[src/rtl/mux4_rr_arbiter.sv]
// Round-robin arbiter driving a shared 4:1 single-bit mux. Each grant is bounded to MAX_HOLD cycles while others wait.
// Optional MUX_ARB_LOCK_EN adds a lock input that suppresses the timeout release.
module mux4_rr_arbiter #(
  parameter int MAX_HOLD = 8,
  parameter int CNT_W    = 4
) (
  input  logic       clk,
  input  logic       rst_n,
  input  logic [3:0] req,
  input  logic [3:0] din,
`ifdef MUX_ARB_LOCK_EN
  input  logic       lock,
`endif
  output logic [3:0] gnt,
  output logic       s0,
  output logic       s1,
  output logic       out,
  output logic       valid
);

  localparam logic [0:0] IDLE  = 1'b0;
  localparam logic [0:0] GRANT = 1'b1;

  logic [0:0]       state, state_nxt;
  logic [1:0]       ptr, ptr_nxt;
  logic [CNT_W-1:0] cnt, cnt_nxt;
  logic [3:0]       gnt_nxt;
  logic [1:0]       sel_nxt;
  logic [1:0]       owner;
  logic             lock_act;
  logic             others;
  logic             timeout;
  logic             arb;
  logic [1:0]       base;
  logic [3:0]       mask;
  logic [2:0]       pick;

`ifdef MUX_ARB_LOCK_EN
  assign lock_act = lock;
`else
  assign lock_act = 1'b0;
`endif

  function automatic logic [3:0] onehot(input logic [1:0] i);
    onehot = 4'b0001 << i;
  endfunction

  function automatic logic [CNT_W-1:0] sat_inc(input logic [CNT_W-1:0] c);
    if (c >= CNT_W'(MAX_HOLD)) sat_inc = CNT_W'(MAX_HOLD);
    else                       sat_inc = c + CNT_W'(1);
  endfunction

  // Returns {found, index}: first set bit of r scanning p, p+1, ... mod 4.
  function automatic logic [2:0] rr_pick(input logic [3:0] r, input logic [1:0] p);
    logic [1:0] k;
    rr_pick = 3'b000;
    for (int i = 3; i >= 0; i--) begin
      k = p + 2'(i);
      if (r[k]) rr_pick = {1'b1, k};
    end
  endfunction

  assign owner   = {s0, s1};
  assign others  = |(req & ~onehot(owner));
  assign timeout = (cnt == CNT_W'(MAX_HOLD)) && others && !lock_act;

  always_comb begin
    state_nxt = state;
    ptr_nxt   = ptr;
    cnt_nxt   = cnt;
    gnt_nxt   = gnt;
    sel_nxt   = owner;
    arb       = 1'b0;
    base      = ptr;
    mask      = req;
    pick      = 3'b000;
    case (state)
      IDLE: arb = 1'b1;
      GRANT: begin
        if (req[owner] && !timeout) begin
          cnt_nxt = sat_inc(cnt);
        end else begin
          // Masking the owner is a no-op on a req drop and enforces exclusion on timeout.
          ptr_nxt = owner + 2'd1;
          base    = owner + 2'd1;
          mask    = req & ~onehot(owner);
          arb     = 1'b1;
        end
      end
      default: state_nxt = IDLE;
    endcase
    if (arb) begin
      pick = rr_pick(mask, base);
      if (pick[2]) begin
        gnt_nxt   = onehot(pick[1:0]);
        sel_nxt   = pick[1:0];
        cnt_nxt   = CNT_W'(1);
        state_nxt = GRANT;
      end else begin
        gnt_nxt   = 4'b0000;
        state_nxt = IDLE;
      end
    end
  end

  always_ff @(posedge clk or negedge rst_n) begin
    if (!rst_n) begin
      state <= IDLE;
      ptr   <= 2'd0;
      cnt   <= '0;
      gnt   <= 4'b0000;
      s0    <= 1'b0;
      s1    <= 1'b0;
    end else begin
      state <= state_nxt;
      ptr   <= ptr_nxt;
      cnt   <= cnt_nxt;
      gnt   <= gnt_nxt;
      s0    <= sel_nxt[1];
      s1    <= sel_nxt[0];
    end
  end

  assign valid = |gnt;
  assign out   = valid & din[owner];

endmodule

[config.mk]
export PLATFORM = sky130hd
export DESIGN_NAME = mux4_rr_arbiter
export DESIGN_NICKNAME = d
export VERILOG_FILES = /design/src/rtl/mux4_rr_arbiter.sv
export SDC_FILE = /design/constraint.sdc
export NUM_CORES = 1
export LEC_CHECK = 0
export ABC_AREA = 1
export BUFFER_PORTS_ARGS = -buffer_cell sky130_fd_sc_hd__buf_2
export CORE_AREA = 2 2 65 67
export DETAILED_ROUTE_END_ITERATION = 10
export DIE_AREA = 0 0 67 69
export HOLD_SLACK_MARGIN = 0.08
export SLEW_MARGIN = 40
export SYNTH_ARGS = -nofsm -noshare
export SYNTH_HDL_FRONTEND = slang
export SYNTH_SLANG_ARGS = --single-unit
[constraint.sdc]
create_clock -name clk -period 5.35 [get_ports clk]
set_input_delay 0.2675 -clock clk [delete_from_list [all_inputs] [get_ports clk]]
set_output_delay 0.2675 -clock clk [all_outputs]
set_load 0.005 [all_outputs]
======== After elaboration in Yosys (flattened, before gate mapping) ========
Index checks and enable logic that the tools add are counted.
cells by class
  add/subtract/negate cells ............... 5
  magnitude comparators ................... 6
  eq/ne operators ......................... 1
  shifts and indexed selects .............. 2
  multiplexer cells ....................... 30
  bitwise logic cells ..................... 4
  reduce and logical (&&, ||, !) cells .... 6
operators with widths
  kind                                                       number
  two-way mux 4 bit                                          8
  < comparator 2 x 3 -> 1 bit (second input constant)        5
  two-way mux 3 bit                                          5
  binary-select mux 1 bit (select 2 bit)                     6
  two-way mux 1 bit                                          8
  OR reduction 4 bit                                         2
  << shifter 1 x 2 -> 4 bit (first input constant)           2
  adder 2 x 1 -> 2 bit (second input constant)               2
  adder 2 bit (second input constant)                        2
  adder 4 x 1 -> 4 bit (second input constant)               1
  bitwise AND 4 bit                                          1
  == test 4 bit (second input constant)                      1
  greater-or-equal comparator 4 bit (second input constant)  1
  two-way mux 2 bit                                          2
  NOT 4 bit                                                  1
  logical AND 1 bit                                          2
  one-hot mux 1 bit (2 select lines)                         1
  AND reduction 2 bit                                        1
  bitwise AND 1 bit                                          1
  logical NOT 1 bit                                          1
  NOT 1 bit                                                  1
storage, ports and cells
  flip-flop bits (word level) ............. 13
  input port bits ......................... 10
  output and inout port bits .............. 8
  logic and storage cells ................. 60

======== Longest topological paths before layout ========
Gate-level depths: netlist of run 1.
  word-level depth ........................ 19
  mapped depth ............................ 23
  gate-level depth less buffers ........... 21

======== Least setup slack after synthesis of run 1 ========
OpenSTA, ideal clock, no wires.
  path kind ............................... flip-flop to flip-flop
  from .................................... reg s1
  to ...................................... reg gnt[3]
  setup time .............................. 118 ps
  arrival ................................. 2093 ps
  data required time ...................... 5232 ps
  slack ................................... 3139 ps
  stages on the path, launching flop included .. 24
  clock period less this slack ............ 2211 ps
  path through ............................ dfrtp_1 > buf_6 > inv_4 > ha_1 > inv_1 > nand2_1 > nand2_1 > o21ai_2 > nand2_4 > nand2_4 > buf_8 > nand2_1 > nand2_2 > nand2_2 > nand2_4 > nand2_2 > nand2_1 > inv_1 > nand2_1 > nand2_1 > nand2_2 > inv_2 > nand3_1 > nand2_1
on the way
  word-level cells in the longest chain between the ends .. 19
ends and longest elaborated chain
  item                                     RTL line  source
  start, declared                          16        output logic s1,
  start signal, assigned                   120       s1 <= sel_nxt[0];
  << shifter 1 x 2 -> 4 bit                45        onehot = 4'b0001 << i;
  NOT 4 bit                                64, 86
  bitwise AND 4 bit                        64, 86
  OR reduction 4 bit                       64        assign others = |(req & ~onehot(owner));
  logical AND 1 bit                        65        assign timeout = (cnt == CNT_W'(MAX_HOLD)) && others && !lock_act;
  logical NOT 1 bit                        80        if (req[owner] && !timeout) begin
  logical AND 1 bit                        80
  two-way mux 2 bit                        80
  two-way mux 2 bit                        77        case (state)
  adder 2 bit                              58        k = p + 2'(i);
  binary-select mux 1 bit (select 2 bit)   59        if (r[k]) rr_pick = {1'b1, k};
  two-way mux 1 bit (implied by the code)  59
  two-way mux 3 bit (4 in a row)           59
  two-way mux 3 bit                        92        if (arb) begin
  << shifter 1 x 2 -> 4 bit                45
  two-way mux 4 bit                        94        if (pick[2]) begin
  end signal, assigned                     118       gnt <= gnt_nxt;
  end, declared                            14        output logic [3:0] gnt,
Parallel ways exist; a longest one is shown, timed or not. The select of a mux whose other input is x is not followed.
A chain may end at the register's enable or synchronous reset.

======== Final worst setup path of run 1 ========
  from .................................... reg s1
  to ...................................... reg s1
on the way
  word-level cells in the longest chain between the ends .. 18
ends and longest elaborated chain
  item                                     RTL line  source
  << shifter 1 x 2 -> 4 bit                45
  NOT 4 bit                                64
  bitwise AND 4 bit                        64
  OR reduction 4 bit                       64
  logical AND 1 bit                        65
  logical NOT 1 bit                        80
  logical AND 1 bit                        80
  two-way mux 2 bit (*)                    80
  two-way mux 2 bit (*)                    77
  via base[0]                              34        logic [1:0] base;
  adder 2 bit                              58
  binary-select mux 1 bit (select 2 bit)   59
  two-way mux 1 bit (implied by the code)  59
  two-way mux 3 bit (3 in a row)           59
  two-way mux 3 bit (*)                    59
  two-way mux 3 bit (*)                    92
  AND reduction 2 bit (no line)            -
The timed path passes the listed nets; every way through them passes the cells marked *. The select of a mux whose other input is x is not followed.

==> impl_results.html, run 1 <==
<table>
<tr><th>Metric</th><th>Value</th></tr>
<tr><th colspan="2">Detailed routing</th></tr>
<tr><td>DRT Wirelength</td><td>2.51 mm</td></tr>
<tr><td>Routed wirelength normalized by instance count</td><td>10.7 µm</td></tr>
<tr><td>Detailed-route DRC error count</td><td>0</td></tr>
<tr><td>Total vias in the final route</td><td>1052</td></tr>
<tr><td>Detailed-router iteration count before antenna repair</td><td>4</td></tr>
<tr><td>Post-DRT Antenna Nets</td><td>0</td></tr>
<tr><td>Via density per instance</td><td>4.50</td></tr>
<tr><td>Number of DRC markers after the initial detailed-route iteration</td><td>60</td></tr>
<tr><th colspan="2">Worst setup path</th></tr>
<tr><td>Reg2reg end</td><td>s1</td></tr>
<tr><td>End of the critical path</td><td>s1</td></tr>
<tr><td>Top cell by count, worst path</td><td>sky130_fd_sc_hd__nand2_1</td></tr>
<tr><td>Worst setup startpoint</td><td>s1</td></tr>
<tr><td>Highest cell delay on the worst timing path</td><td>510 ps</td></tr>
<tr><td>WP data required</td><td>5490 ps</td></tr>
<tr><td>Worst-path fanout max</td><td>12</td></tr>
<tr><td>Logic depth of the worst setup path including buffers</td><td>16</td></tr>
<tr><td>Register-to-register path setup slack</td><td>2780 ps</td></tr>
<tr><td>Worst path arrival time</td><td>2710 ps</td></tr>
<tr><td>Critical path buffers and inverters</td><td>2</td></tr>
<tr><td>Worst R2R Start</td><td>s1</td></tr>
<tr><td>Crit path max-delay cell type</td><td>sky130_fd_sc_hd__dfrtp_1</td></tr>
<tr><td>Cell breakdown of the critical path</td><td>inv_4 -&gt; ha_1 -&gt; inv_1 -&gt; nand2_1 -&gt; nand2_1 -&gt; o21ai_2 -&gt; nand2_4 -&gt; nand2_4 -&gt; nand2_1 -&gt; nand2_4 -&gt; nand2_1 -&gt; nand2_1 -&gt; nand2_2 -&gt; nor3_4 -&gt; nor2_4 -&gt; o21a_1</td></tr>
<tr><td>Type of destination of the critical path</td><td>register</td></tr>
<tr><td>Worst setup SP type</td><td>register</td></tr>
<tr><td>Crit Path Class</td><td>reg2reg</td></tr>
<tr><td>Path depth of the worst reg2reg path</td><td>16</td></tr>
<tr><td>CP top delay family</td><td>simple AND/OR/NAND/NOR gates</td></tr>
<tr><th colspan="2">Placed design</th></tr>
<tr><td>Count of port buffers added during placement</td><td>17</td></tr>
<tr><td>Detailed placer's ending HPWL</td><td>1.98 mm</td></tr>
<tr><td>Final estimated routing congestion in global placement</td><td>0.844</td></tr>
<tr><th colspan="2">Run</th></tr>
<tr><td># Max-Cap Violations</td><td>0</td></tr>
<tr><th colspan="2">GRT</th></tr>
<tr><td>Top Usage Layer GRT</td><td>met2</td></tr>
<tr><td>Global routing met1 resource utilization</td><td>0.162</td></tr>
<tr><td>Maximum number of pins on one net before global-route repair</td><td>14</td></tr>
<tr><td>Routing usage on met3</td><td>0.0196</td></tr>
<tr><td>Wire length of the first global-routing pass</td><td>4.41 mm</td></tr>
<tr><td>Global routing usage summed across all routing layers</td><td>0.122</td></tr>
<tr><td>Antenna violations before repair</td><td>0</td></tr>
<tr><td>Met2 demand-to-capacity share in global routing</td><td>0.191</td></tr>
<tr><td>Via count of the first global-routing pass</td><td>1012</td></tr>
<tr><td>Residual overflow from global routing</td><td>0</td></tr>
<tr><th colspan="2">CTS</th></tr>
<tr><td>Largest buffer count on any clock path</td><td>2</td></tr>
<tr><td>H-Tree Level Count</td><td>1</td></tr>
<tr><td>Post-CTS setup repair buffer count</td><td>0</td></tr>
<tr><td>Number of gates resized after cts</td><td>0</td></tr>
<tr><td>Clock net sink count</td><td>13</td></tr>
<tr><td>Post-CTS clock slew at the launch and capture registers of the worst setup and hold paths</td><td>60 ps</td></tr>
<tr><td>CTS root buffer</td><td>sky130_fd_sc_hd__clkbuf_8</td></tr>
<tr><td>Total CTS buffers</td><td>3</td></tr>
<tr><td>TritonCTS clock tree</td><td>yes</td></tr>
<tr><td>Clock Latency Late Sink</td><td>250 ps</td></tr>
<tr><th colspan="2">Synthesis</th></tr>
<tr><td>Most used flip-flop cell after synthesis</td><td>sky130_fd_sc_hd__dfrtp_1</td></tr>
<tr><td>Post-synthesis instance total</td><td>164</td></tr>
<tr><td>Number of warnings issued by yosys</td><td>0</td></tr>
<tr><td>Post-Synthesis Mean Instance Area</td><td>7.14 µm²</td></tr>
<tr><td>Post-synthesis register bit count</td><td>13</td></tr>
<tr><td>Netlist Area Pre-Place</td><td>1170 µm²</td></tr>
<tr><td>Number of synthesized flops with an enable pin</td><td>0</td></tr>
<tr><td>Net Count, Synth</td><td>180</td></tr>
<tr><td>Sequential area share after synthesis</td><td>0.278</td></tr>
<tr><td>Unique cell type count in the Yosys netlist</td><td>27</td></tr>
<tr><td>Asr flop ratio synth</td><td>1.00</td></tr>
<tr><th colspan="2">Timing</th></tr>
<tr><td>Clock skew after layout</td><td>0.707 ps</td></tr>
<tr><td>Portion of the clock cycle consumed by the worst path in the final layout</td><td>0.481</td></tr>
<tr><td>Setup repair after global routing missed its margin</td><td>false</td></tr>
<tr><td>Final Hold Fails</td><td>0</td></tr>
<tr><td>Number of endpoints failing setup at the final stage</td><td>0</td></tr>
<tr><td>Slew Limit Headroom</td><td>0.718</td></tr>
<tr><td>Highest attainable clock frequency</td><td>389 MHz</td></tr>
<tr><td>Final-layout setup total negative slack</td><td>0 ps</td></tr>
<tr><td>Minimum clock period after layout</td><td>2570 ps</td></tr>
<tr><td>Slew at the pin with the worst max-slew slack</td><td>419 ps</td></tr>
<tr><td>Final Max Tran Viols</td><td>0</td></tr>
<tr><th colspan="2">Die</th></tr>
<tr><td>Row count</td><td>23</td></tr>
<tr><td>Overall die width</td><td>67 µm</td></tr>
<tr><td>Die height</td><td>69 µm</td></tr>
<tr><td>Core footprint</td><td>3910 µm²</td></tr>
<tr><td>Die footprint</td><td>4620 µm²</td></tr>
<tr><td>Starting density of the core</td><td>0.299</td></tr>
<tr><td>Number of top-level pins</td><td>18</td></tr>
<tr><th colspan="2">Final layout</th></tr>
<tr><td>Total Nets Final</td><td>201</td></tr>
<tr><td>Layout cell share with drive strength beyond 1</td><td>0.315</td></tr>
<tr><td>Area growth, synth to finish</td><td>15.2%</td></tr>
<tr><td>Final core utilization</td><td>0.345</td></tr>
<tr><td>Leading cell type in the layout, fill and taps excluded</td><td>sky130_fd_sc_hd__nand2_1</td></tr>
<tr><td>Number of antenna diodes</td><td>0</td></tr>
<tr><td>Commonest cells after routing, fill and taps aside</td><td>sky130_fd_sc_hd__nand2_1, sky130_fd_sc_hd__nand2_2, sky130_fd_sc_hd__inv_1</td></tr>
<tr><th colspan="2">Status</th></tr>
<tr><td>Status</td><td>finished clean</td></tr>
<tr><th colspan="2">Hold path</th></tr>
<tr><td>Min-delay worst type</td><td>in2async</td></tr>
</table>
Yosys cell counts, types with 2 or more instances:
cell type | count | area share
sky130_fd_sc_hd__o21ai_2 | 3 | 0.022
sky130_fd_sc_hd__o21ai_1 | 3 | 0.013
sky130_fd_sc_hd__dfrtp_1 | 13 | 0.28
sky130_fd_sc_hd__nor2_1 | 8 | 0.026
sky130_fd_sc_hd__nand3_2 | 2 | 0.017
sky130_fd_sc_hd__ha_1 | 6 | 0.064
sky130_fd_sc_hd__inv_1 | 18 | 0.058
sky130_fd_sc_hd__inv_2 | 2 | 0.0064
sky130_fd_sc_hd__nand3_1 | 7 | 0.030
sky130_fd_sc_hd__nand4_1 | 2 | 0.011
sky130_fd_sc_hd__nand2_1 | 52 | 0.17
sky130_fd_sc_hd__a21oi_1 | 6 | 0.026
sky130_fd_sc_hd__o21ai_0 | 5 | 0.021
sky130_fd_sc_hd__nand2_2 | 19 | 0.10
sky130_fd_sc_hd__nand2_4 | 6 | 0.058
layout make-up:
| cell class | instances | area [µm²] |
|---|---|---|
| clock buffers | 3 | 41.3 |
| clock inverters | 1 | 5.00 |
| fillers | 443 | 2560 |
| inverters | 21 | 81.3 |
| multi-input cells | 128 | 738 |
| flip-flops and latches | 13 | 325 |
| well taps | 50 | 62.6 |
| repair buffers | 18 | 95.1 |
state kept, by name (all words and copies together) (netlist names):
register / cells
ptr: 2
cnt: 4
s1: 1
s0: 1
state: 1
gnt: 4
worst reg2reg max path: cells and delay by family, from the launching register on:
family / cells / cell delay [ps]
compound gates: 2 / 360
flops: 1 / 510
simple gates: 11 / 1250
buf+inv: 2 / 190
fa+ha+maj: 1 / 160
kinds of logic after synthesis:
| kind of cell | share of synthesized area |
|---|---|
| fa+ha+maj | 0.0641 |
| compound gates | 0.111 |
| simple gates | 0.455 |
| buf+inv | 0.0919 |
| flops | 0.278 |
timing repair:
| item | 4_1_cts | 5_1_grt |
|---|---|---|
| endpoints found under the setup margin | 0 | 0 |
| endpoints found under the hold margin | 13 | 0 |
| hold buffers | 1 | 0 |
stage by stage:
stage	worst slack (ps)	area [µm²]	hold WS, ps	cells
floorplan	3140	1170	-28.1	164
global placement	2790	1290	171	229
detailed placement	2800	1290	167	229
CTS	2780	1350	440	234
global route	2520	1350	453	234
finish	2780	1350	429	234
per-layer routing:
layer / vias to the layer above / part of all wire
met4: 0 / 0.018
met3: 5 / 0.038
met5: - / 0
met2: 18 / 0.47
met1: 471 / 0.48
li1: 558 / -
how the worst min path moves through the flow:
stage	from	depth (start not counted)	endpoint	slack [ps]
floorplan	rst_n	0	cnt[0]	-30
global placement	rst_n	1	cnt[0]	170
detailed placement	rst_n	1	cnt[0]	170
CTS	rst_n	2	cnt[0]	440
global route	rst_n	2	cnt[1]	450
finish	rst_n	2	cnt[0]	430
Power of run 1 is not shown: default switching activity piles up to over one toggle a cycle in this logic, so the estimate is an artifact.
==> run 2: changes to the inputs <==
Settings changed: ABC_AREA 1 to 0, CORE_AREA 2 2 65 67 to 2 2 62 64, DIE_AREA 0 0 67 69 to 0 0 64 66.
Clock period 5.35 ns to 2.5 ns, I/O delays scaled along.
==> impl_results.html, run 2 <==
<table>
<tr><th>Metric</th><th>Value</th></tr>
<tr><th colspan="2">Detailed routing</th></tr>
<tr><td>Post-DRT Antenna Nets</td><td>0 (unchanged)</td></tr>
<tr><td>Via density per instance</td><td>5.26 (was 4.50)</td></tr>
<tr><td>DRT Wirelength</td><td>2.96 mm (was 2.51 mm)</td></tr>
<tr><td>Number of DRC markers after the initial detailed-route iteration</td><td>40 (was 60)</td></tr>
<tr><td>Detailed-route DRC error count</td><td>0 (unchanged)</td></tr>
<tr><td>Detailed-router iteration count before antenna repair</td><td>4 (unchanged)</td></tr>
<tr><td>Total vias in the final route</td><td>989 (was 1052)</td></tr>
<tr><td>Routed wirelength normalized by instance count</td><td>15.7 µm (was 10.7 µm)</td></tr>
<tr><th colspan="2">Final layout</th></tr>
<tr><td>Total non-filler cell area in the finished layout</td><td>1480 µm² (was 1350 µm²)</td></tr>
<tr><td>Total Nets Final</td><td>157 (was 201)</td></tr>
<tr><td>Non-filler instance count after layout</td><td>188 (was 234)</td></tr>
<tr><td>Count of fill cells added during filler insertion</td><td>353 (was 443)</td></tr>
<tr><td>Top flop regs</td><td>cnt (4), gnt (4), ptr (2) (unchanged)</td></tr>
<tr><td>Multi-input combinational cell area</td><td>783 µm² (was 738 µm²)</td></tr>
<tr><td>Number of antenna diodes</td><td>0 (unchanged)</td></tr>
<tr><td>Register area</td><td>327 µm² (was 325 µm²)</td></tr>
<tr><td>Area growth, synth to finish</td><td>39.5% (was 15.2%)</td></tr>
<tr><td>Commonest cells after routing, fill and taps aside</td><td>sky130_fd_sc_hd__buf_2, sky130_fd_sc_hd__buf_4, sky130_fd_sc_hd__dfrtp_1 (was sky130_fd_sc_hd__nand2_1, sky130_fd_sc_hd__nand2_2, sky130_fd_sc_hd__inv_1)</td></tr>
<tr><td>Layout cell share with drive strength beyond 1</td><td>0.486 (was 0.315)</td></tr>
<tr><th colspan="2">Die</th></tr>
<tr><td>Core footprint</td><td>3550 µm² (was 3910 µm²)</td></tr>
<tr><td>Die height</td><td>66 µm (was 69 µm)</td></tr>
<tr><td>Overall die width</td><td>64 µm (was 67 µm)</td></tr>
<tr><td>Number of top-level pins</td><td>18 (unchanged)</td></tr>
<tr><td>Die footprint</td><td>4220 µm² (was 4620 µm²)</td></tr>
<tr><td>Row count</td><td>22 (was 23)</td></tr>
<tr><td>Starting density of the core</td><td>0.299 (about the same)</td></tr>
<tr><th colspan="2">CTS</th></tr>
<tr><td>Clock net sink count</td><td>13 (unchanged)</td></tr>
<tr><td>CTS root buffer</td><td>sky130_fd_sc_hd__clkbuf_4 (was sky130_fd_sc_hd__clkbuf_8)</td></tr>
<tr><td>TritonCTS clock tree</td><td>yes (unchanged)</td></tr>
<tr><td>Largest buffer count on any clock path</td><td>2 (unchanged)</td></tr>
<tr><td>H-Tree Level Count</td><td>1 (unchanged)</td></tr>
<tr><td>Clock Latency Late Sink</td><td>280 ps (was 250 ps)</td></tr>
<tr><td>Post-CTS clock slew at the launch and capture registers of the worst setup and hold paths</td><td>80 ps (was 60 ps)</td></tr>
<tr><td>Total CTS buffers</td><td>3 (unchanged)</td></tr>
<tr><th colspan="2">Timing</th></tr>
<tr><td>Portion of the clock cycle consumed by the worst path in the final layout</td><td>0.994 (was 0.481)</td></tr>
<tr><td>Minimum clock period after layout</td><td>2480 ps (was 2570 ps)</td></tr>
<tr><td>Final Max Tran Viols</td><td>0 (unchanged)</td></tr>
<tr><td>Clock skew after layout</td><td>3.35 ps (was 0.707 ps)</td></tr>
<tr><td>Number of endpoints failing setup at the final stage</td><td>0 (unchanged)</td></tr>
<tr><td>Setup repair after global routing missed its margin</td><td>true (was false)</td></tr>
<tr><td>Final Hold Fails</td><td>0 (unchanged)</td></tr>
<tr><td>Slew Limit Headroom</td><td>0.687 (was 0.718)</td></tr>
<tr><td>Final WS setup</td><td>15.1 ps (was 2780 ps)</td></tr>
<tr><td>Slew at the pin with the worst max-slew slack</td><td>465 ps (was 419 ps)</td></tr>
<tr><td>Highest attainable clock frequency</td><td>402 MHz (was 389 MHz)</td></tr>
<tr><td>Post-Route Hold Slack</td><td>255 ps (was 429 ps)</td></tr>
<tr><th colspan="2">Worst setup path</th></tr>
<tr><td>Path depth of the worst reg2reg path</td><td>8 (was 16)</td></tr>
<tr><td>Critical path buffers and inverters</td><td>1 (was 2)</td></tr>
<tr><td>Type of destination of the critical path</td><td>register (unchanged)</td></tr>
<tr><td>Worst-path fanout max</td><td>6 (was 12)</td></tr>
<tr><td>WP data required</td><td>2680 ps (was 5490 ps)</td></tr>
<tr><td>Worst path arrival time</td><td>2660 ps (was 2710 ps)</td></tr>
<tr><td>Crit path max-delay cell type</td><td>sky130_fd_sc_hd__o41a_1 (was sky130_fd_sc_hd__dfrtp_1)</td></tr>
<tr><td>Reg2reg end</td><td>gnt[2] (was s1)</td></tr>
<tr><td>CP top delay family</td><td>compound AO/OA/AOI/OAI gates (was simple AND/OR/NAND/NOR gates)</td></tr>
<tr><td>Logic depth of the worst setup path including buffers</td><td>8 (was 16)</td></tr>
<tr><td>End of the critical path</td><td>gnt[2] (was s1)</td></tr>
<tr><td>Register-to-register path setup slack</td><td>20 ps (was 2780 ps)</td></tr>
<tr><td>Crit Path Class</td><td>reg2reg (unchanged)</td></tr>
<tr><td>Cell breakdown of the critical path</td><td>inv_4 -&gt; ha_4 -&gt; nor2b_2 -&gt; o41a_1 -&gt; a211oi_2 -&gt; nor4_4 -&gt; o32a_1 -&gt; a32o_1 (was inv_4 -&gt; ha_1 -&gt; inv_1 -&gt; nand2_1 -&gt; nand2_1 -&gt; o21ai_2 -&gt; nand2_4 -&gt; nand2_4 -&gt; nand2_1 -&gt; nand2_4 -&gt; nand2_1 -&gt; nand2_1 -&gt; nand2_2 -&gt; nor3_4 -&gt; nor2_4 -&gt; o21a_1)</td></tr>
<tr><td>Worst setup SP type</td><td>register (unchanged)</td></tr>
<tr><td>Worst R2R Start</td><td>s1 (unchanged)</td></tr>
<tr><td>Worst setup startpoint</td><td>s1 (unchanged)</td></tr>
<tr><td>Highest cell delay on the worst timing path</td><td>500 ps (was 510 ps)</td></tr>
<tr><th colspan="2">Synthesis</th></tr>
<tr><td>Netlist Area Pre-Place</td><td>1060 µm² (was 1170 µm²)</td></tr>
<tr><td>Area share of xor/xnor cells in the synthesized design</td><td>0.00824 (was 0)</td></tr>
<tr><td>Dominant combinational cell family by area after synthesis</td><td>compound AO/OA/AOI/OAI gates (was simple AND/OR/NAND/NOR gates)</td></tr>
<tr><td>Top cells by count, synth</td><td>sky130_fd_sc_hd__dfrtp_1, sky130_fd_sc_hd__inv_1, sky130_fd_sc_hd__nand2_1 (was sky130_fd_sc_hd__nand2_1, sky130_fd_sc_hd__nand2_2, sky130_fd_sc_hd__inv_1)</td></tr>
<tr><td>Asr flop ratio synth</td><td>1.00 (unchanged)</td></tr>
<tr><td>Number of synthesized flops with an enable pin</td><td>0 (unchanged)</td></tr>
<tr><td>Synth Area in Compound Gates</td><td>0.285 (was 0.111)</td></tr>
<tr><td>Most repeated cell in the gate-level netlist after synthesis</td><td>sky130_fd_sc_hd__dfrtp_1 (was sky130_fd_sc_hd__nand2_1)</td></tr>
<tr><td>Synth top area share</td><td>0.306 (was 0.278)</td></tr>
<tr><td>Sequential area share after synthesis</td><td>0.306 (was 0.278)</td></tr>
<tr><td>Post-synthesis adder-cell area fraction</td><td>0.0707 (was 0.0641)</td></tr>
<tr><td>Cell type with the largest total area after synthesis</td><td>sky130_fd_sc_hd__dfrtp_1 (unchanged)</td></tr>
<tr><td>Post-synthesis instance total</td><td>101 (was 164)</td></tr>
<tr><td>Simple-gate area share of the yosys netlist</td><td>0.196 (was 0.455)</td></tr>
<tr><td>Post-Synthesis Mean Instance Area</td><td>10.5 µm² (was 7.14 µm²)</td></tr>
<tr><td>Share of cell area taken by muxes after synthesis</td><td>0.0836 (was 0)</td></tr>
<tr><td>Post-synthesis register bit count</td><td>13 (unchanged)</td></tr>
<tr><td>Net Count, Synth</td><td>117 (was 180)</td></tr>
<tr><td>Most used flip-flop cell after synthesis</td><td>sky130_fd_sc_hd__dfrtp_1 (unchanged)</td></tr>
<tr><td>Number of warnings issued by yosys</td><td>0 (unchanged)</td></tr>
<tr><td>Leading cell types by total area after synthesis</td><td>sky130_fd_sc_hd__dfrtp_1, sky130_fd_sc_hd__ha_1, sky130_fd_sc_hd__mux2i_1 (was sky130_fd_sc_hd__dfrtp_1, sky130_fd_sc_hd__nand2_1, sky130_fd_sc_hd__nand2_2)</td></tr>
<tr><td>Unique cell type count in the Yosys netlist</td><td>46 (was 27)</td></tr>
<tr><th colspan="2">GRT</th></tr>
<tr><td>Wire length of the first global-routing pass</td><td>4.55 mm (was 4.41 mm)</td></tr>
<tr><td>Residual overflow from global routing</td><td>0 (unchanged)</td></tr>
<tr><td>Via count of the first global-routing pass</td><td>954 (was 1012)</td></tr>
<tr><td>Global routing usage summed across all routing layers</td><td>0.140 (was 0.122)</td></tr>
<tr><td>Maximum number of pins on one net before global-route repair</td><td>14 (unchanged)</td></tr>
<tr><td>Antenna violations before repair</td><td>0 (unchanged)</td></tr>
<tr><th colspan="2">Run</th></tr>
<tr><td># Max-Cap Violations</td><td>0 (unchanged)</td></tr>
<tr><th colspan="2">Pwr</th></tr>
<tr><td>Maximum vdd drop</td><td>0.530 mV</td></tr>
<tr><td>Total power per unit cell area</td><td>1210 nW/µm²</td></tr>
<tr><td>Static power due to leakage</td><td>0.658 nW</td></tr>
<tr><th colspan="2">Placed design</th></tr>
<tr><td>Count of port buffers added during placement</td><td>17 (unchanged)</td></tr>
<tr><td>Detailed placer's ending HPWL</td><td>2.15 mm (was 1.98 mm)</td></tr>
<tr><td>Setup slack after placement</td><td>-37.3 ps (was 2800 ps)</td></tr>
<tr><td>Final estimated routing congestion in global placement</td><td>0.846 (was 0.844)</td></tr>
<tr><td>Placed Area</td><td>1300 µm² (was 1290 µm²)</td></tr>
<tr><td>Placed insts</td><td>178 (was 229)</td></tr>
<tr><th colspan="2">Status</th></tr>
<tr><td>Status</td><td>finished clean (unchanged)</td></tr>
<tr><th colspan="2">Hold path</th></tr>
<tr><td>Min-delay worst type</td><td>in2async (unchanged)</td></tr>
</table>
==> run 2: changes by cell type after synthesis, moves of 5 or more <==
cell and change:
sky130_fd_sc_hd__nand2_2 -19, sky130_fd_sc_hd__inv_1 -8, sky130_fd_sc_hd__nand2_1 -42, sky130_fd_sc_hd__a21oi_1 -5, sky130_fd_sc_hd__nand2_4 -6, sky130_fd_sc_hd__nor2_1 -6
==> run 2: layout make-up <==
| class | count | share of cell area |
|---|---|---|
| Multi-Input combinational cell | 76 | 0.529 |
| Sequential cell | 13 | 0.220 |
| Tap cell | 48 | 0.0405 |
| Inverter | 10 | 0.0270 |
| Clock buffer | 4 | 0.0177 |
| Timing Repair Buffer | 37 | 0.166 |
==> run 2: worst min-delay path by stage <==
| stage | startpoint | end | slack, ps |
|---|---|---|---|
| after floorplan | rst_n | cnt[0] | -170 |
| after global placement | rst_n | cnt[1] | 20 |
| after detailed placement | rst_n | state | 30 |
| after CTS | rst_n | gnt[3] | 260 |
| after global routing | rst_n | gnt[2] | 280 |
| final | rst_n | gnt[3] | 250 |
==> run 2: logic make-up after synthesis <==
logic type	after synthesis
flops	13
simple gates	31
buf+inv	12
xor+xnor	1
compound gates	32
mux	6
fa+ha+maj	6
==> run 2: layer usage <==
metal	routed length, µm	share of wire	vias up	GRT usage
li1	-	-	470	-
met1	1350	0.46	475	0.190
met2	1430	0.48	37	0.215
met3	106	0.036	7	0.0119
met4	70	0.024	0	0.0842
met5	0	0	-	0
==> run 2: power by group <==
group | switching (W) | internal, W
clock | 0.0000685 | 0.0000620
combinational | 0.000643 | 0.000624
sequential | 0.0000939 | 0.000300
total | 0.000806 | 0.000987
==> run 2: repair_timing <==
item / in CTS / in global routing
endpoints found under the hold margin: 13 / 0
resized for setup: 2 / 21
setup endpoints to repair: 4 / 6
pin swaps: 3 / 10
hold buffers: 1 / 0
buffers inserted: 1 / 5
==> run 2: metrics by stage <==
step | setup TNS (ps) | util | power (W)
2_1_floorplan | 0 | - | 0.00107
3_3_place_gp | 0 | 0.365 | 0.00142
3_5_place_dp | -98.3 | 0.365 | 0.00144
4_1_cts | -7.41 | 0.378 | 0.00158
5_1_grt | -150 | 0.417 | 0.00193
6_report | 0 | 0.417 | 0.00179
Power figures use the tool's default switching activity.
==> run 3: changes to the inputs <==
Settings changed: PLACE_DENSITY_LB_ADDON set to 0.2.
==> impl_results.html, run 3 (same netlist as run 2, synthesis figures left out) <==
<table>
<tr><th>Metric</th><th>Value</th></tr>
<tr><th colspan="2">Final layout</th></tr>
<tr><td>Non-filler instance count after layout</td><td>191 (was 188)</td></tr>
<tr><td>Commonest cells after routing, fill and taps aside</td><td>sky130_fd_sc_hd__buf_4, sky130_fd_sc_hd__buf_2, sky130_fd_sc_hd__dfrtp_1 (was sky130_fd_sc_hd__buf_2, sky130_fd_sc_hd__buf_4, sky130_fd_sc_hd__dfrtp_1)</td></tr>
<tr><td>Layout cell share with drive strength beyond 1</td><td>0.490 (was 0.486)</td></tr>
<tr><td>Total Nets Final</td><td>160 (was 157)</td></tr>
<tr><td>Total non-filler cell area in the finished layout</td><td>1470 µm² (was 1480 µm²)</td></tr>
<tr><td>Top flop regs</td><td>cnt (4), gnt (4), ptr (2) (unchanged)</td></tr>
<tr><td>Area growth, synth to finish</td><td>38.2% (was 39.5%)</td></tr>
<tr><td>Number of antenna diodes</td><td>0 (unchanged)</td></tr>
<tr><td>Leading cell type in the layout, fill and taps excluded</td><td>sky130_fd_sc_hd__buf_4</td></tr>
<tr><td>Final core utilization</td><td>0.413 (was 0.417)</td></tr>
<tr><th colspan="2">Placed design</th></tr>
<tr><td>Detailed placer's ending HPWL</td><td>2.21 mm (was 2.15 mm)</td></tr>
<tr><td>Count of port buffers added during placement</td><td>17 (unchanged)</td></tr>
<tr><td>Placed insts</td><td>181 (was 178)</td></tr>
<tr><td>Final estimated routing congestion in global placement</td><td>0.846 (about the same)</td></tr>
<tr><td>Setup slack after placement</td><td>-3.09 ps (was -37.3 ps)</td></tr>
<tr><td>Placed Area</td><td>1320 µm² (was 1300 µm²)</td></tr>
<tr><th colspan="2">Timing</th></tr>
<tr><td>Final Max Tran Viols</td><td>0 (unchanged)</td></tr>
<tr><td>Minimum clock period after layout</td><td>2490 ps (was 2480 ps)</td></tr>
<tr><td>Slew Limit Headroom</td><td>0.691 (was 0.687)</td></tr>
<tr><td>Number of endpoints failing setup at the final stage</td><td>0 (unchanged)</td></tr>
<tr><td>Final WS setup</td><td>10.9 ps (was 15.1 ps)</td></tr>
<tr><td>Clock skew after layout</td><td>3.26 ps (was 3.35 ps)</td></tr>
<tr><td>Slew at the pin with the worst max-slew slack</td><td>464 ps (was 465 ps)</td></tr>
<tr><td>Highest attainable clock frequency</td><td>402 MHz (about the same)</td></tr>
<tr><td>Setup repair after global routing missed its margin</td><td>true (unchanged)</td></tr>
<tr><td>Final-layout setup total negative slack</td><td>0 ps (unchanged)</td></tr>
<tr><td>Portion of the clock cycle consumed by the worst path in the final layout</td><td>0.996 (was 0.994)</td></tr>
<tr><td>Final Hold Fails</td><td>0 (unchanged)</td></tr>
<tr><th colspan="2">CTS</th></tr>
<tr><td>Largest buffer count on any clock path</td><td>2 (unchanged)</td></tr>
<tr><td>TritonCTS clock tree</td><td>yes (unchanged)</td></tr>
<tr><td>Post-CTS clock slew at the launch and capture registers of the worst setup and hold paths</td><td>80 ps (about the same)</td></tr>
<tr><td>Clock net sink count</td><td>13 (unchanged)</td></tr>
<tr><td>H-Tree Level Count</td><td>1 (unchanged)</td></tr>
<tr><td>Clock Latency Late Sink</td><td>270 ps (was 280 ps)</td></tr>
<tr><td>CTS root buffer</td><td>sky130_fd_sc_hd__clkbuf_4 (unchanged)</td></tr>
<tr><td>Total CTS buffers</td><td>3 (unchanged)</td></tr>
<tr><th colspan="2">Run</th></tr>
<tr><td># Max-Cap Violations</td><td>0 (unchanged)</td></tr>
<tr><th colspan="2">GRT</th></tr>
<tr><td>Maximum number of pins on one net before global-route repair</td><td>14 (unchanged)</td></tr>
<tr><td>Antenna violations before repair</td><td>0 (unchanged)</td></tr>
<tr><td>Global routing usage summed across all routing layers</td><td>0.135 (was 0.140)</td></tr>
<tr><td>Wire length of the first global-routing pass</td><td>4.42 mm (was 4.55 mm)</td></tr>
<tr><td>Residual overflow from global routing</td><td>0 (unchanged)</td></tr>
<tr><td>Via count of the first global-routing pass</td><td>954 (unchanged)</td></tr>
<tr><th colspan="2">Detailed routing</th></tr>
<tr><td>Detailed-router iteration count before antenna repair</td><td>4 (unchanged)</td></tr>
<tr><td>Via density per instance</td><td>5.13 (was 5.26)</td></tr>
<tr><td>Number of DRC markers after the initial detailed-route iteration</td><td>63 (was 40)</td></tr>
<tr><td>Total vias in the final route</td><td>980 (was 989)</td></tr>
<tr><td>DRT Wirelength</td><td>2.80 mm (was 2.96 mm)</td></tr>
<tr><td>Routed wirelength normalized by instance count</td><td>14.7 µm (was 15.7 µm)</td></tr>
<tr><td>Post-DRT Antenna Nets</td><td>0 (unchanged)</td></tr>
<tr><td>Detailed-route DRC error count</td><td>0 (unchanged)</td></tr>
<tr><th colspan="2">Worst setup path</th></tr>
<tr><td>Crit Path Class</td><td>reg2reg (unchanged)</td></tr>
<tr><td>Worst path arrival time</td><td>2660 ps (about the same)</td></tr>
<tr><td>WP data required</td><td>2670 ps (was 2680 ps)</td></tr>
<tr><td>Worst-path fanout max</td><td>4 (was 6)</td></tr>
<tr><td>Type of destination of the critical path</td><td>register (unchanged)</td></tr>
<tr><td>Path depth of the worst reg2reg path</td><td>9 (was 8)</td></tr>
<tr><td>Worst setup SP type</td><td>register (unchanged)</td></tr>
<tr><th colspan="2">Pwr</th></tr>
<tr><td>Cell-internal power</td><td>0.00100 W (was 0.000987 W)</td></tr>
<tr><td>Clock power frac</td><td>0.072 (was 0.073)</td></tr>
<tr><td>Switch share</td><td>0.437 (was 0.450)</td></tr>
<tr><td>Switching power</td><td>0.000781 W (was 0.000806 W)</td></tr>
<tr><td>Maximum vdd drop</td><td>0.543 mV (was 0.530 mV)</td></tr>
<tr><td>Sequential group share of total power</td><td>0.221 (was 0.220)</td></tr>
<tr><td>Total power per unit cell area</td><td>1220 nW/µm² (was 1210 nW/µm²)</td></tr>
<tr><td>Combinational group share of total power</td><td>0.707 (about the same)</td></tr>
<tr><td>Static power due to leakage</td><td>0.672 nW (was 0.658 nW)</td></tr>
<tr><th colspan="2">Die</th></tr>
<tr><td>Die height</td><td>66 µm (unchanged)</td></tr>
<tr><td>Overall die width</td><td>64 µm (unchanged)</td></tr>
<tr><td>Number of top-level pins</td><td>18 (unchanged)</td></tr>
<tr><td>Starting density of the core</td><td>0.299 (unchanged)</td></tr>
<tr><td>Die footprint</td><td>4220 µm² (unchanged)</td></tr>
<tr><td>Core footprint</td><td>3550 µm² (unchanged)</td></tr>
<tr><td>Row count</td><td>22 (unchanged)</td></tr>
<tr><th colspan="2">Status</th></tr>
<tr><td>Status</td><td>finished clean (unchanged)</td></tr>
<tr><th colspan="2">Hold path</th></tr>
<tr><td>Min-delay worst type</td><td>in2async (unchanged)</td></tr>
</table>
## run 3: cell type report
type	instances	area, µm²
fill	336	2080
multi-input combinational	76	749
clock inverter	1	5.00
inverter	10	40.0
sequential	13	327
tap	48	60.1
timing repair buffer	40	264
clock buffer	3	22.5
## run 3: through the flow
stage / hold slack, ps / power [W]
2_1_floorplan: -171 / 0.00107
3_3_place_gp: 23.9 / 0.00149
3_5_place_dp: 31.4 / 0.00149
4_1_cts: 257 / 0.00165
5_1_grt: 287 / 0.00192
6_report: 256 / 0.00178
## run 3: path summary, 6_finish.rpt
path | to | slack, ps | startpoint
min | gnt[1] | 260 | rst_n
min reg2reg | gnt[3] | 510 | gnt[3]
max in group asynchronous | s1 | 2000 | rst_n
max reg2reg | gnt[2] | 10 | s0
min in group clk | state | 380 | req[1]
max | gnt[2] | 10 | s0
## run 3: worst max-delay path, cell delays in order (launching register included)
cell and delay [ps]:
sky130_fd_sc_hd__dfrtp_1 400, sky130_fd_sc_hd__buf_6 130, sky130_fd_sc_hd__ha_4 150, sky130_fd_sc_hd__nor2b_2 70
sky130_fd_sc_hd__o41a_1 500, sky130_fd_sc_hd__buf_4 170, sky130_fd_sc_hd__a211oi_4 240, sky130_fd_sc_hd__a211oi_2 70
sky130_fd_sc_hd__o32a_1 390, sky130_fd_sc_hd__a32o_1 270
## run 3: timing repair
action                                  in CTS  in global routing
hold buffers                                 1                  0
resized for setup                            3                 15
pin swaps                                    3                 10
endpoints found under the setup margin       2                  6
endpoints found under the hold margin       13                  0
cloned                                       0                  0
setup buffers                                1                  4
## run 3: power groups by stage
stage / logic, W / registers [W] / clock network [W]
detailed placement: 0.00111 / 0.000382 / 0
CTS: 0.00113 / 0.000380 / 0.000135
global route: 0.00136 / 0.000409 / 0.000146
floorplan: 0.000698 / 0.000372 / 0
finish: 0.00126 / 0.000394 / 0.000128
global placement: 0.00111 / 0.000378 / 0
## run 3: per-layer routing
metal / vias to the layer above / GRT usage / part of all wire
met1: 472 / 0.170 / 0.44
li1: 477 / - / -
met4: 0 / 0.0761 / 0.017
met2: 25 / 0.221 / 0.51
met5: - / 0 / 0
met3: 6 / 0.0204 / 0.038
